$ cat src/rtl/float16_adder_arbiter.sv
// Round-robin share of one float16 adder (2-stage, no stall) among NUM_REQ requesters; sum returns ADD_LAT cycles after issue.
// Grant is combinational on req_valid; responses carry no backpressure and must be taken on the rsp_valid pulse.
module float16_adder_arbiter #(
    parameter int NUM_REQ   = 4,
    parameter int ADD_LAT   = 2,
    parameter int FLOAT_LEN = 16,
    parameter int CNT_W     = 16
) (
    input  logic                           clk,
    input  logic                           rst_n,
    input  logic                           en,
    input  logic [NUM_REQ-1:0]             req_valid,
    input  logic [NUM_REQ*FLOAT_LEN-1:0]   req_a,
    input  logic [NUM_REQ*FLOAT_LEN-1:0]   req_b,
    output logic [NUM_REQ-1:0]             req_ready,
    output logic [FLOAT_LEN-1:0]           add_a,
    output logic [FLOAT_LEN-1:0]           add_b,
    input  logic [FLOAT_LEN-1:0]           add_result,
    output logic [NUM_REQ-1:0]             rsp_valid,
    output logic [FLOAT_LEN-1:0]           rsp_data,
    output logic                           busy,
    output logic [CNT_W-1:0]               issue_cnt
);
    localparam int IDX_W = (NUM_REQ > 1) ? $clog2(NUM_REQ) : 1;

    logic [IDX_W-1:0] rr_ptr;
    logic             grant;
    logic [IDX_W-1:0] grant_idx;
    logic [ADD_LAT-1:0] tag_vld;
    logic [IDX_W-1:0]   tag_idx [ADD_LAT];

    // First valid requester at or after rr_ptr, wrapping modulo NUM_REQ
    always_comb begin
        int               j;
        logic [IDX_W-1:0] cand;
        grant     = 1'b0;
        grant_idx = '0;
        j         = 0;
        cand      = '0;
        if (en) begin
            for (int k = 0; k < NUM_REQ; k++) begin
                j = int'(rr_ptr) + k;
                if (j >= NUM_REQ) j = j - NUM_REQ;
                cand = IDX_W'(j);
                if (!grant && req_valid[cand]) begin
                    grant     = 1'b1;
                    grant_idx = cand;
                end
            end
        end
    end

    always_comb begin
        req_ready = '0;
        add_a     = '0;
        add_b     = '0;
        rsp_valid = '0;
        for (int i = 0; i < NUM_REQ; i++) begin
            if (grant && grant_idx == IDX_W'(i)) begin
                req_ready[i] = 1'b1;
                add_a        = req_a[i*FLOAT_LEN +: FLOAT_LEN];
                add_b        = req_b[i*FLOAT_LEN +: FLOAT_LEN];
            end
            if (tag_vld[ADD_LAT-1] && tag_idx[ADD_LAT-1] == IDX_W'(i)) begin
                rsp_valid[i] = 1'b1;
            end
        end
    end

    assign rsp_data = add_result;
    assign busy     = |tag_vld;

    always_ff @(posedge clk or negedge rst_n) begin
        if (!rst_n) begin
            rr_ptr    <= '0;
            issue_cnt <= '0;
        end else if (grant) begin
            rr_ptr    <= (grant_idx == IDX_W'(NUM_REQ - 1)) ? '0 : grant_idx + IDX_W'(1);
            issue_cnt <= issue_cnt + CNT_W'(1);
        end
    end

    // Tag pipeline mirrors the adder's register stages so the result is routed back to its owner
    always_ff @(posedge clk or negedge rst_n) begin
        if (!rst_n) begin
            tag_vld <= '0;
            for (int k = 0; k < ADD_LAT; k++) tag_idx[k] <= '0;
        end else begin
            tag_vld[0] <= grant;
            tag_idx[0] <= grant_idx;
            for (int k = 1; k < ADD_LAT; k++) begin
                tag_vld[k] <= tag_vld[k-1];
                tag_idx[k] <= tag_idx[k-1];
            end
        end
    end
endmodule

$ cat config.mk
export PLATFORM = sky130hd
export DESIGN_NAME = float16_adder_arbiter
export DESIGN_NICKNAME = d
export VERILOG_FILES = /design/src/rtl/float16_adder_arbiter.sv
export SDC_FILE = /design/constraint.sdc
export NUM_CORES = 1
export LEC_CHECK = 0
export CAP_MARGIN = 5
export CORE_ASPECT_RATIO = 1.25
export CORE_MARGIN = 4
export CORE_UTILIZATION = 34
export DETAILED_ROUTE_END_ITERATION = 6
export GPL_TIMING_DRIVEN = 0
export HOLD_SLACK_MARGIN = 0.1
export MAX_ROUTING_LAYER = met4
export PLACE_DENSITY = 0.87
export SYNTH_ARGS = -nofsm -noshare
export SYNTH_HDL_FRONTEND = slang
export SYNTH_SLANG_ARGS = --single-unit
$ cat constraint.sdc
create_clock -name clk -period 7.4 [get_ports clk]
set_input_delay 1.48 -clock clk [delete_from_list [all_inputs] [get_ports clk]]
set_output_delay 1.48 -clock clk [all_outputs]
set_load 0.01 [all_outputs]
==> summary.txt, run 1 <==
outcome: finished, final reports clean
global-route wire length before repair: 17400 um
post-synthesis compound-gate area fraction: 0.362
Detail Route Antenna Nets: 0
Critical Path Sink Type: output port
Syn Area/Cell: 7.05 um2
Die Area: 0.00883 mm2
gr usage total: 0.245
critical path class: in2out
Max-slew headroom: 0.296
worst-path cell chain: clkdlybuf4s50_1 -> o41ai_4 -> a21oi_1 -> and2_1 -> ha_1 -> clkbuf_1 -> inv_1 -> buf_1 -> o21a_1 -> a22oi_1 -> nor2_1 -> clkdlybuf4s50_1
CP arrival: 5.04 ns
vias in the first global route: 3648
area of the core: 0.00706 mm2
most frequent cell after synthesis: nand2_1
clock root cell: clkbuf_8
Synth top area share: 0.239
vias per cell: 5.24
period utilization: 0.881
Setup Viol. Count Final: 0
Crit path max-delay family: buffers and inverters
Max Cap Viol: 0
filler cell count: 610
LEAKAGE: 1.88 nW
Placer Congestion: 0.863
setup bufs post-CTS: 0
Main synth FF type: dfrtp_1
synth top area cells: dfrtp_1, a22oi_1, o21a_1, a21oi_1, nand2_1
PD cells: 180 mW/mm2
area of the multi-input gates: 0.00164 mm2
Hold Buf Count CTS: 0
number of diodes: 0
simple-gate area share of the yosys netlist: 0.214
Die Y-Extent: 104 um
worst slew pin tran: 1.05 ns
Yosys cell types: 37
final slew viol count: 0
share of cells above drive strength 1: 0.0531
post-synthesis mux area share: 0
Ys Warns: 0
WL final: 11100 um
io pins: 224
pin count of the biggest net entering global routing: 25
Async SR Flop Fraction: 1.00
initial antenna violation count: 0
Hold Path Class: reg2reg
Post-Route Skew: 0.00337 ns
maximum VDD drop: 0.000150 V
dpl hpwl: 9240 um
maximum clock frequency: 153 MHz
slowest stage delay, CP: 0.66 ns
fin cells: 655
crit start category: primary input
Reg clk slew, reported paths: 0.08 ns
clk buf depth: 2
required time of the critical path: 5.92 ns
fin util: 0.670
largest family of logic cells by synthesized area: compound AO/OA/AOI/OAI gates
First-pass DRT Iterations: 5
drt initial violations: 158
starting density of the core: 0.355
xor/xnor share of the synthesized area: 0.0523
DRC: 0
Top cell by count, worst path: clkdlybuf4s50_1
min-delay src: tag_idx[2]
clock sink total: 24
sequential fraction of the synthesis area: 0.239
number of enable flip-flop cells after synthesis: 0
htree depth: 1
DR vias: 3432
Synth Instances: 356
worst path bufs/invs: 5
Synth Area in Adders: 0.0249
Post-Place Cells: 651
Crit Reg-Reg Startpoint: rr_ptr[1]
port bufs: 205
Post-Syn Nets: 512
FF+latch count, synth: 24
CP Max Fanout: 10
CTS resizes: 0
Die Wd: 84.9 um
Final Hold Vio Count: 0
Slowest cell on crit path: o41ai_4
Post-synth top cells: nand2_1, nor2_1, a21oi_1
Tmin final: 6.52 ns
CTS tree: yes
CTS Buf Count: 3
DR WL/cell: 17.0 um
Rows: 34
RSZ-0062 raised after global routing: false
total gr overflow: 0
Netlist Area Pre-Place: 0.00251 mm2
Layout Nets: 722
Clk Latency, worst-skew pair: 0.27 ns
post-synth top area cell: dfrtp_1
worst setup path startpoint: req_valid[1]
synth-to-layout area growth: 88.4%
total negative slack: 0 ns
register area: 601 um2
[layout make-up]
| type | instances | share of cell area |
|---|---|---|
| flip-flops and latches | 24 | 0.127 |
| repair buffers | 205 | 0.434 |
| multi-input cells | 280 | 0.347 |
| clock buffers | 4 | 0.0116 |
| inverters | 6 | 0.00476 |
| plain buffers | 46 | 0.0519 |
| well taps | 90 | 0.0238 |
[metrics by stage]
stage               total power [mW]  worst slack [ns]  cell area (um2)  hold slack, ns
finish                         0.851             0.882             4730           0.353
global route                   0.911             0.583             4730           0.358
CTS                            0.853             0.845             4730           0.355
detailed placement             0.762             0.869             4670           0.337
global placement               0.747             0.877             4670           0.333
floorplan                      0.478              2.38             2510           0.331
[power breakdown]
| group | internal, mW | switching, mW | total (mW) |
|---|---|---|---|
| Sequential | 0.161 | 0.0426 | 0.203 |
| Clock | 0.0475 | 0.0404 | 0.0879 |
| Combinational | 0.297 | 0.263 | 0.560 |
| Total | 0.505 | 0.346 | 0.851 |
[layer usage]
metal,global-route usage,routed length [um],up-vias
met5,-,0,-
met4,0.0837,329,0
met3,0.0436,766,27
met2,0.450,5880,176
met1,0.262,4150,1564
li1,-,-,1665
[logic make-up after synthesis]
| group | after synthesis |
|---|---|
| compound gates | 140 |
| simple gates | 120 |
| buf+inv | 52 |
| flops | 24 |
| xor+xnor | 15 |
| fa+ha+maj | 5 |
[sequential cells by signal (all words and copies together) (netlist names)]
signal / flops
issue_cnt: 16
tag_idx: 4
rr_ptr: 2
tag_vld: 2
[cells in the final DEF (no fill, tap or decap), drive strengths merged, types with 6 or more instances in the layout]
cell and n:
nor2 38, o21ai 32, clkdlybuf4s50 205, xnor2 12
inv 6, o21a 30, a22oi 30, clkbuf 22
a21oi 35, buf 28, dfrtp 24, nand2 46
nand3 8
[path summary, 6_finish.rpt]
path,slack (ns),cells past startpoint,end
max,0.88,12,add_a[2]
max in group asynchronous,4.99,1,issue_cnt[7]
min reg2reg,0.35,0,tag_idx[0]
max reg2reg,5.69,7,rr_ptr[1]
min,0.35,0,tag_idx[0]
min in group asynchronous,1.78,1,tag_idx[0]
(Power assumes the default switching activity.)
==> run 2: changes to the inputs <==
Settings changed: HOLD_SLACK_MARGIN 0.1 to 0.05.
==> results of run 2 <==
The final DEF is identical to that of run 1; final timing and power are the same.
==> run 3: changes to the inputs <==
Settings changed: CAP_MARGIN 5 to 40, CORE_AREA set to 4 4 84 86, CORE_ASPECT_RATIO 1.25 to unset, CORE_MARGIN 4 to unset, CORE_UTILIZATION 34 to unset, DIE_AREA set to 0 0 88 90, DONT_BUFFER_PORTS set to 1, PLACE_DENSITY 0.87 to unset.
==> run 3 against run 2 <==
Clock power increased by 31%. Flip-flop and latch count did not move. Wire length shrank 18%. Clock skew increased by 0.0045 ns. Critical path type unchanged. Largest power group unchanged. Highest routed layer unchanged.
==> summary.txt, run 3 (same netlist as run 1, synthesis figures left out) <==
maximum VDD drop: 0.000159 V
Net Switching: 0.308 mW
area of the core: 0.00628 mm2
Net Sw Frac: 0.460
Hold Crit Depth: 0
DR WL/cell: 20.8 um
dpl hpwl: 7350 um
critical path class: in2out
DR vias: 2633
Critical Path Sink Type: output port
Post-Place Cells: 433
total negative slack: 0 ns
flop-to-flop setup slack: 5.70 ns
Die Y-Extent: 90 um
clock share of power: 0.171
maximum clock frequency: 178 MHz
Max-slew headroom: 0.597
Max Cap Viol: 0
initial antenna violation count: 0
DRC: 0
Rows: 29
WL final: 9110 um
dpl cell area: 0.00261 mm2
CTS resizes: 0
fin cells: 437
LEAKAGE: 1.10 nW
setup bufs post-CTS: 0
total gr overflow: 0
PD cells: 251 mW/mm2
area of the multi-input gates: 0.00164 mm2
htree depth: 1
vias per cell: 6.03
drt initial violations: 151
gr usage total: 0.219
Setup Viol. Count Final: 0
Tmin final: 5.61 ns
fin util: 0.427
CTS Buf Count: 3
period utilization: 0.758
RSZ-0062 raised after global routing: false
outcome: finished, final reports clean
clock root cell: clkbuf_8
Reg clk slew, reported paths: 0.09 ns
clk buf depth: 2
required time of the critical path: 5.92 ns
Register-to-Register Path Depth: 7
Die Wd: 88 um
internal power: 0.363 mW
Detail Route Antenna Nets: 0
top flop regs: issue_cnt: 16 flops, tag_idx: 4 flops
Final Hold Vio Count: 0
share of cells above drive strength 1: 0.0833
register area: 601 um2
CP Max Fanout: 10
clock sink total: 24
Sequential Power Share: 0.323
CP arrival: 4.13 ns
First-pass DRT Iterations: 4
final slew viol count: 0
CTS tree: yes
global-route wire length before repair: 13800 um
io pins: 224
combinational share of power: 0.506
Hold Path Class: reg2reg
Biggest register: issue_cnt
most frequent cells in the layout: nand2_1, nor2_1, a21oi_1, o21ai_0
pin count of the biggest net entering global routing: 25
Hold Buf Count CTS: 0
Design Area, Final: 0.00268 mm2
Post-Route Skew: 0.00784 ns
Placer Congestion: 0.846
power consumption: 0.671 mW
Die Area: 0.00792 mm2
port bufs: 0
worst slew pin tran: 0.603 ns
vias in the first global route: 2669
max FFs per register: 16
Clk Latency, worst-skew pair: 0.27 ns
crit start category: primary input
filler cell count: 654
starting density of the core: 0.400
commonest non-fill, non-tap cell in the layout: nand2_1
synth-to-layout area growth: 6.68%
number of diodes: 0
Layout Nets: 517
==> run 3: cell count changes in the layout (fill, tap and decap cells not counted), sizes merged <==
cell,delta
clkdlybuf4s50,-205
bufinv,+1
clkbuf,-1
==> run 3: power groups by stage <==
stage	Clock, mW	Sequential [mW]	Combinational (mW)
global placement	0	0.219	0.334
detailed placement	0	0.219	0.336
CTS	0.116	0.216	0.338
floorplan	0	0.205	0.273
finish	0.115	0.217	0.340
global route	0.121	0.221	0.384
==> run 3: metal layers <==
layer  up-vias  track usage  part of all wire
met5         -            -                 0
met4         0       0.0524             0.022
met3        14       0.0265             0.085
met2       151        0.372              0.50
met1      1220        0.274              0.39
li1       1248            -                 -
==> run 3: final timing paths <==
kind	startpoint	to
max	req_valid[0]	add_b[8]
min	tag_idx[3]	tag_idx[1]
max reg2reg	rr_ptr[1]	rr_ptr[1]
min reg2reg	tag_idx[3]	tag_idx[1]
max in group asynchronous	rst_n	issue_cnt[2]
min in group asynchronous	rst_n	issue_cnt[9]
==> run 3: final cells by class <==
type,count,share of cell area
Buffer,46,0.0916
Clock buffer,3,0.0154
Clock inverter,1,0.0112
Inverter,6,0.00841
Multi-Input combinational cell,280,0.613
Sequential cell,24,0.224
Tap cell,77,0.0360
==> run 3: metrics by stage <==
step,hold slack [ns],setup WS (ns)
finish,0.355,1.79
global route,0.362,1.50
CTS,0.355,1.77
detailed placement,0.335,1.78
global placement,0.337,1.75
floorplan,0.331,2.38
==> run 3: worst max-delay path, cell delays in order <==
cell	delay, ns
buf_2	0.15
o41ai_4	0.64
a21oi_1	0.11
and2_1	0.23
ha_1	0.21
clkbuf_1	0.17
inv_1	0.19
buf_1	0.41
o21a_1	0.20
a22oi_1	0.08
nor2_1	0.25
